[config.mk]
export PLATFORM = sky130hd
export DESIGN_NAME = display_color_pipeline
export DESIGN_NICKNAME = d
export VERILOG_FILES = /design/src/rtl/display_color_pkg.sv /design/src/rtl/display_color_channel.sv /design/src/rtl/display_color_pipeline.sv
export SDC_FILE = /design/constraint.sdc
export NUM_CORES = 2
export LEC_CHECK = 0
export CAP_MARGIN = 20
export CORE_ASPECT_RATIO = 1.2
export CORE_MARGIN = 3
export CORE_UTILIZATION = 59
export CTS_CLUSTER_SIZE = 30
export DETAILED_ROUTE_END_ITERATION = 12
export PLACE_DENSITY = 0.85
export SLEW_MARGIN = 20
export SYNTH_ARGS = -nofsm -noshare
export SYNTH_HDL_FRONTEND = slang
export SYNTH_SLANG_ARGS = --single-unit
[constraint.sdc]
create_clock -name clk -period 7.06 [get_ports clk]
set_input_delay 2.118 -clock clk [delete_from_list [all_inputs] [get_ports clk]]
set_output_delay 2.118 -clock clk [all_outputs]
set_load 0.03 [all_outputs]
[src/rtl/display_color_pkg.sv]
// Shared mode encodings and mode-decoding helpers for the display colour pipeline.
package display_color_pkg;

  localparam logic [1:0] MODE_BYPASS = 2'd0;
  localparam logic [1:0] MODE_BRIGHT = 2'd1;
  localparam logic [1:0] MODE_GAMMA  = 2'd2;
  localparam logic [1:0] MODE_RSVD   = 2'd3;

  function automatic logic uses_gamma(input logic [1:0] m);
    return m == MODE_GAMMA;
  endfunction

  // The reserved encoding falls through to plain bypass.
  function automatic logic uses_bright(input logic [1:0] m);
    return (m == MODE_BRIGHT) || (m == MODE_GAMMA);
  endfunction

endpackage

[src/rtl/display_color_channel.sv]
// Per-channel arithmetic: a gamma approximation feeding stage 1, and brightness scaling
// plus width conversion feeding stage 2. Purely combinational; the pipeline owns the registers.
module display_color_channel
  import display_color_pkg::*;
#(
  parameter int bitwidth   = 8,
  parameter int cyclewidth = 8
) (
  input  logic [1:0]            g_mode,
  input  logic [bitwidth-1:0]   c,
  output logic [bitwidth-1:0]   g,
  input  logic [1:0]            s_mode,
  input  logic [bitwidth-1:0]   brightness,
  input  logic [bitwidth-1:0]   g_in,
  output logic [cyclewidth-1:0] q
);

  localparam int pw = 2 * bitwidth;
  localparam int sw = 2 * bitwidth + 1;

  logic [pw-1:0]       sq_next;
  logic [sw-1:0]       sc_next;
  logic [bitwidth-1:0] s_next;
  logic                unused_bits;

  // c*(c+1) keeps full scale at full scale while staying inside 2*bitwidth bits.
  always_comb begin
    sq_next = pw'(c) * (pw'(c) + pw'(1));
    g       = uses_gamma(g_mode) ? sq_next[pw-1:bitwidth] : c;
  end

  // brightness+1 makes the all-ones setting an exact unity gain.
  always_comb begin
    sc_next = sw'(g_in) * (sw'(brightness) + sw'(1));
    s_next  = uses_bright(s_mode) ? sc_next[bitwidth +: bitwidth] : g_in;
  end

  // Output bit gi reads input bits MSB-first, wrapping, which covers widen, narrow and equal.
  for (genvar gi = 0; gi < cyclewidth; gi++) begin : g_conv
    localparam int src = bitwidth - 1 - ((cyclewidth - 1 - gi) % bitwidth);
    assign q[gi] = s_next[src];
  end

  assign unused_bits = ^{sq_next[bitwidth-1:0], sc_next[sw-1], sc_next[bitwidth-1:0], s_next};

endmodule

[src/rtl/display_color_pipeline.sv]
// Two-stage valid/ready colour pipeline: stage 1 registers gamma-corrected channels, stage 2
// registers scaled and width-converted channels that drive the output port directly.
module display_color_pipeline
  import display_color_pkg::*;
#(
  parameter int segments   = 2,
  parameter int channels   = 3,
  parameter int bitwidth   = 8,
  parameter int cyclewidth = 8
) (
  input  logic                                      clk,
  input  logic                                      rst_n,
  input  logic                                      in_valid,
  output logic                                      in_ready,
  input  logic [segments*channels*bitwidth-1:0]     in_pixel,
  input  logic [1:0]                                mode,
  input  logic [bitwidth-1:0]                       brightness,
  output logic                                      out_valid,
  input  logic                                      out_ready,
  output logic [segments*channels*cyclewidth-1:0]   out_pixel
);

  localparam int lanes = segments * channels;

  if (cyclewidth < 1 || cyclewidth > 16) begin : g_bad_cyclewidth
    $error("display_color_pipeline: cyclewidth must be within 1..16");
  end

  logic                        s1_valid_reg;
  logic [1:0]                  s1_mode_reg;
  logic [bitwidth-1:0]         s1_bright_reg;
  logic [lanes*bitwidth-1:0]   s1_pix_reg;
  logic                        s2_valid_reg;
  logic [lanes*cyclewidth-1:0] s2_pix_reg;

  logic [lanes*bitwidth-1:0]   g_next;
  logic [lanes*cyclewidth-1:0] q_next;
  logic                        s1_adv;
  logic                        s2_adv;

  // Stage 2 frees up whenever it is empty or its beat leaves this cycle.
  assign s2_adv   = !s2_valid_reg || out_ready;
  assign s1_adv   = s1_valid_reg && s2_adv;
  assign in_ready = !s1_valid_reg || s1_adv;

  // Stage 1 uses the incoming mode; stage 2 uses the mode captured with the beat.
  for (genvar gi = 0; gi < lanes; gi++) begin : g_lane
    display_color_channel #(
      .bitwidth   (bitwidth),
      .cyclewidth (cyclewidth)
    ) u_channel (
      .g_mode     (mode),
      .c          (in_pixel[gi*bitwidth +: bitwidth]),
      .g          (g_next[gi*bitwidth +: bitwidth]),
      .s_mode     (s1_mode_reg),
      .brightness (s1_bright_reg),
      .g_in       (s1_pix_reg[gi*bitwidth +: bitwidth]),
      .q          (q_next[gi*cyclewidth +: cyclewidth])
    );
  end

  always_ff @(posedge clk or negedge rst_n) begin
    if (!rst_n) begin
      s1_valid_reg  <= 1'b0;
      s1_mode_reg   <= MODE_BYPASS;
      s1_bright_reg <= '0;
      s1_pix_reg    <= '0;
      s2_valid_reg  <= 1'b0;
      s2_pix_reg    <= '0;
    end else begin
      if (in_ready) begin
        s1_valid_reg <= in_valid;
        if (in_valid) begin
          s1_pix_reg    <= g_next;
          s1_mode_reg   <= mode;
          s1_bright_reg <= brightness;
        end
      end
      // Data only moves with a valid beat so a stalled output never changes underneath.
      if (s2_adv) begin
        s2_valid_reg <= s1_valid_reg;
        if (s1_valid_reg) begin
          s2_pix_reg <= q_next;
        end
      end
    end
  end

  assign out_valid = s2_valid_reg;
  assign out_pixel = s2_pix_reg;

endmodule

==> results.ini <==
[final_layout]
multi_input_area_um2=25170
synthToLayoutAreaGrowth_pct=11.94
n_antenna_cell=0
final_nets=4569
post-route-util=0.6693
drive_gt1_frac=0.08949
regArea_um2=2703
nFillCells=3747

[global_routing]
grt_pass1_vias=26226
grt_pass1_wl_mm=125.9
grtUsageTotal=0.2884
overflow=0
antenna_found_initial=0
grt_max_degree=67

[logic_synthesis]
synth_commonest_cells=inv_1 (531), fa_1 (480), ha_1 (445)
ys_seq_area_frac=0.08959
synthArstFlopShare=1.000
yosys_register_bits=108
synth_edf_count=0
synth_area_leaders=fa_1 (32%), ha_1 (18%), dfrtp_1 (9.0%), inv_1 (6.6%), and2_1 (6.2%)
synth_cells=3398
post-synth-top-area-cell=fa_1
synth_nets=4385
synth_cell_types=69
avgSynthCellArea_um2=8.878
syn_area_um2=30170
yosysMostFrequentCell=inv_1
ys_warn_count=0
ys.flop_type=dfrtp_1
synth_top_cell_area_share=0.3185

[worst_setup_path]
r2r_slack_ns=0.89
cp-endpoint=s1_pix_reg[22]$_DFFE_PN0P_
end_kind=register
cp_data_required_time_ns=7.32
reg2reg_depth=18
timing.rr.end=out_pixel[28]$_DFFE_PN0P_
reg2reg_from=s1_bright_reg[0]$_DFFE_PN0P_
arrival_ns=7.19
start_kind=input port
cp-startpoint=in_pixel[16]
critPathMaxFanout=5
path_class=input port to register

[routing]
via_per_inst=5.690
met2_wirelength_mm=37.39
dr_wl_met3_mm=5.308
routed.top_layer=met4
drc_errors=0
drt_iter0_markers=1529
drt_wl_total_mm=74.90
ant_nets=0
drtPass1Iterations=6
avgRoutedWirePerCell_um=17.70
route.vias.total=24076
wl_met1_mm=29.19

[floorplan]
ioPinCount=112
start_util=0.5980
core_um2=50450
dieArea_um2=53890
fp.dieW_um=212.4
rows=90
die_y_um=253.7

[clock_tree]
clk_latency_ns=0.41
numCtsBuffers=9
cts-root-buf=clkbuf_16
htree_num_levels=3
cts_tree=built
clkTransAtPathRegs_ns=0.08
clk_path_buf_depth=2
cts_hold_buf=0
clock_sinks=108

[pwr]
power_density_nw_per_um2=387.5
finalPower_uw=13090
cellLeakagePower_uw=0.01748
ir_drop_mv=0.3310

[sta]
slew_headroom=0.3332
period_share=0.9815
skew_ns=0.01713
tightest_slew_ns=0.9953
timing.fmax_mhz=144.3
worst_hold_slack_ns=0.4809
setup_viol=0
final-hold-violation-count=0
finalSetupTns_ns=0
post-route-min-period_ns=6.930
final_max_slew_viol_count=0

[placed_design]
hpwl_mm=59.45
routabilityCongestion=0.8911
numPortBuffers=111

[run_status]
status=finished clean

[job]
maxCapViolCount=0

[worst_hold_path]
hp-class=register to register

-- cells in the final DEF (no fill, tap or decap), types with 54 or more instances in the layout --
cell type,count
inv_1,531
fa_1,480
ha_1,437
and2_1,298
nand2_1,250
nor2b_1,217
buf_4,215
nor2_1,192
a21oi_1,112
clkdlybuf4s50_1,109
dfrtp_1,108
xnor2_1,80
o21ai_0,67
nand2b_1,54
-- power breakdown --
part | internal [µW] | switching, µW | total, µW
clock network | 260 | 305 | 565
registers | 834 | 420 | 1250
logic | 5010 | 6260 | 11300
-- final cells by class --
| type | instances | share of cell area |
|---|---|---|
| timing repair buffer | 327 | 0.08167 |
| multi-input combinational | 2594 | 0.7453 |
| inverter | 542 | 0.06025 |
| sequential | 108 | 0.08004 |
| tap | 644 | 0.02386 |
| clock inverter | 6 | 0.001853 |
| clock buffer | 10 | 0.007077 |
-- cells by family after synthesis --
kind of cell,count (synthesis),share of synthesized area
flip-flops,108,0.08959
XOR/XNOR,119,0.03455
AO/OA/AOI/OAI,353,0.07561
adder cells (fa/ha/maj),925,0.5031
multiplexers,5,0.001659
buffers and inverters,696,0.08698
AND/OR/NAND/NOR,1192,0.2085
-- how the worst min path moves through the flow --
stage	start	to	slack (ns)	cells after the start
3_3_place_gp	out_pixel[25]$_DFFE_PN0P_	out_pixel[25]$_DFFE_PN0P_	0.47	2
2_1_floorplan	s1_pix_reg[12]$_DFFE_PN0P_	out_pixel[12]$_DFFE_PN0P_	0.47	2
6_report	out_pixel[20]$_DFFE_PN0P_	out_pixel[20]$_DFFE_PN0P_	0.48	2
4_1_cts	out_pixel[20]$_DFFE_PN0P_	out_pixel[20]$_DFFE_PN0P_	0.49	2
5_1_grt	out_pixel[44]$_DFFE_PN0P_	out_pixel[44]$_DFFE_PN0P_	0.53	2
3_5_place_dp	out_pixel[20]$_DFFE_PN0P_	out_pixel[20]$_DFFE_PN0P_	0.47	2
-- critical path, cell delays in order --
cell and delay, ns:
clkdlybuf4s50_1 0.52, ha_1 0.19, and3_1 0.21, nand3_1 0.09, ha_1 0.38, nor2b_1 0.20
fa_1 0.46, fa_1 0.51, fa_1 0.50, inv_1 0.05, fa_1 0.48, inv_1 0.04
ha_1 0.27, and2_1 0.14, o21ai_0 0.13, inv_1 0.08, a21o_1 0.21, a311oi_2 0.33
xor2_1 0.17, o21ai_0 0.10
-- layer usage --
layer | up-vias | track usage
met1 | 12020 | 0.3569
met5 | - | 0
met4 | 0 | 0.1128
li1 | 11037 | -
met3 | 222 | 0.05050
met2 | 797 | 0.5029
-- per-stage QoR --
stage | cell area, µm² | std cells | setup WS, ns
2_1_floorplan | 30170 | 3398 | 0.2774
5_1_grt | 33770 | 4231 | -0.06128
4_1_cts | 33540 | 4229 | 0.05921
3_3_place_gp | 33240 | 4213 | -0.2108
6_report | 33770 | 4231 | 0.1303
3_5_place_dp | 33240 | 4213 | -0.3735
-- what timing repair did --
action                                  CTS  global route
buffers inserted                          0             2
resized for setup                         0            50
endpoints found under the setup margin    0            36
Note: power is estimated with default switching activity, not from simulation.
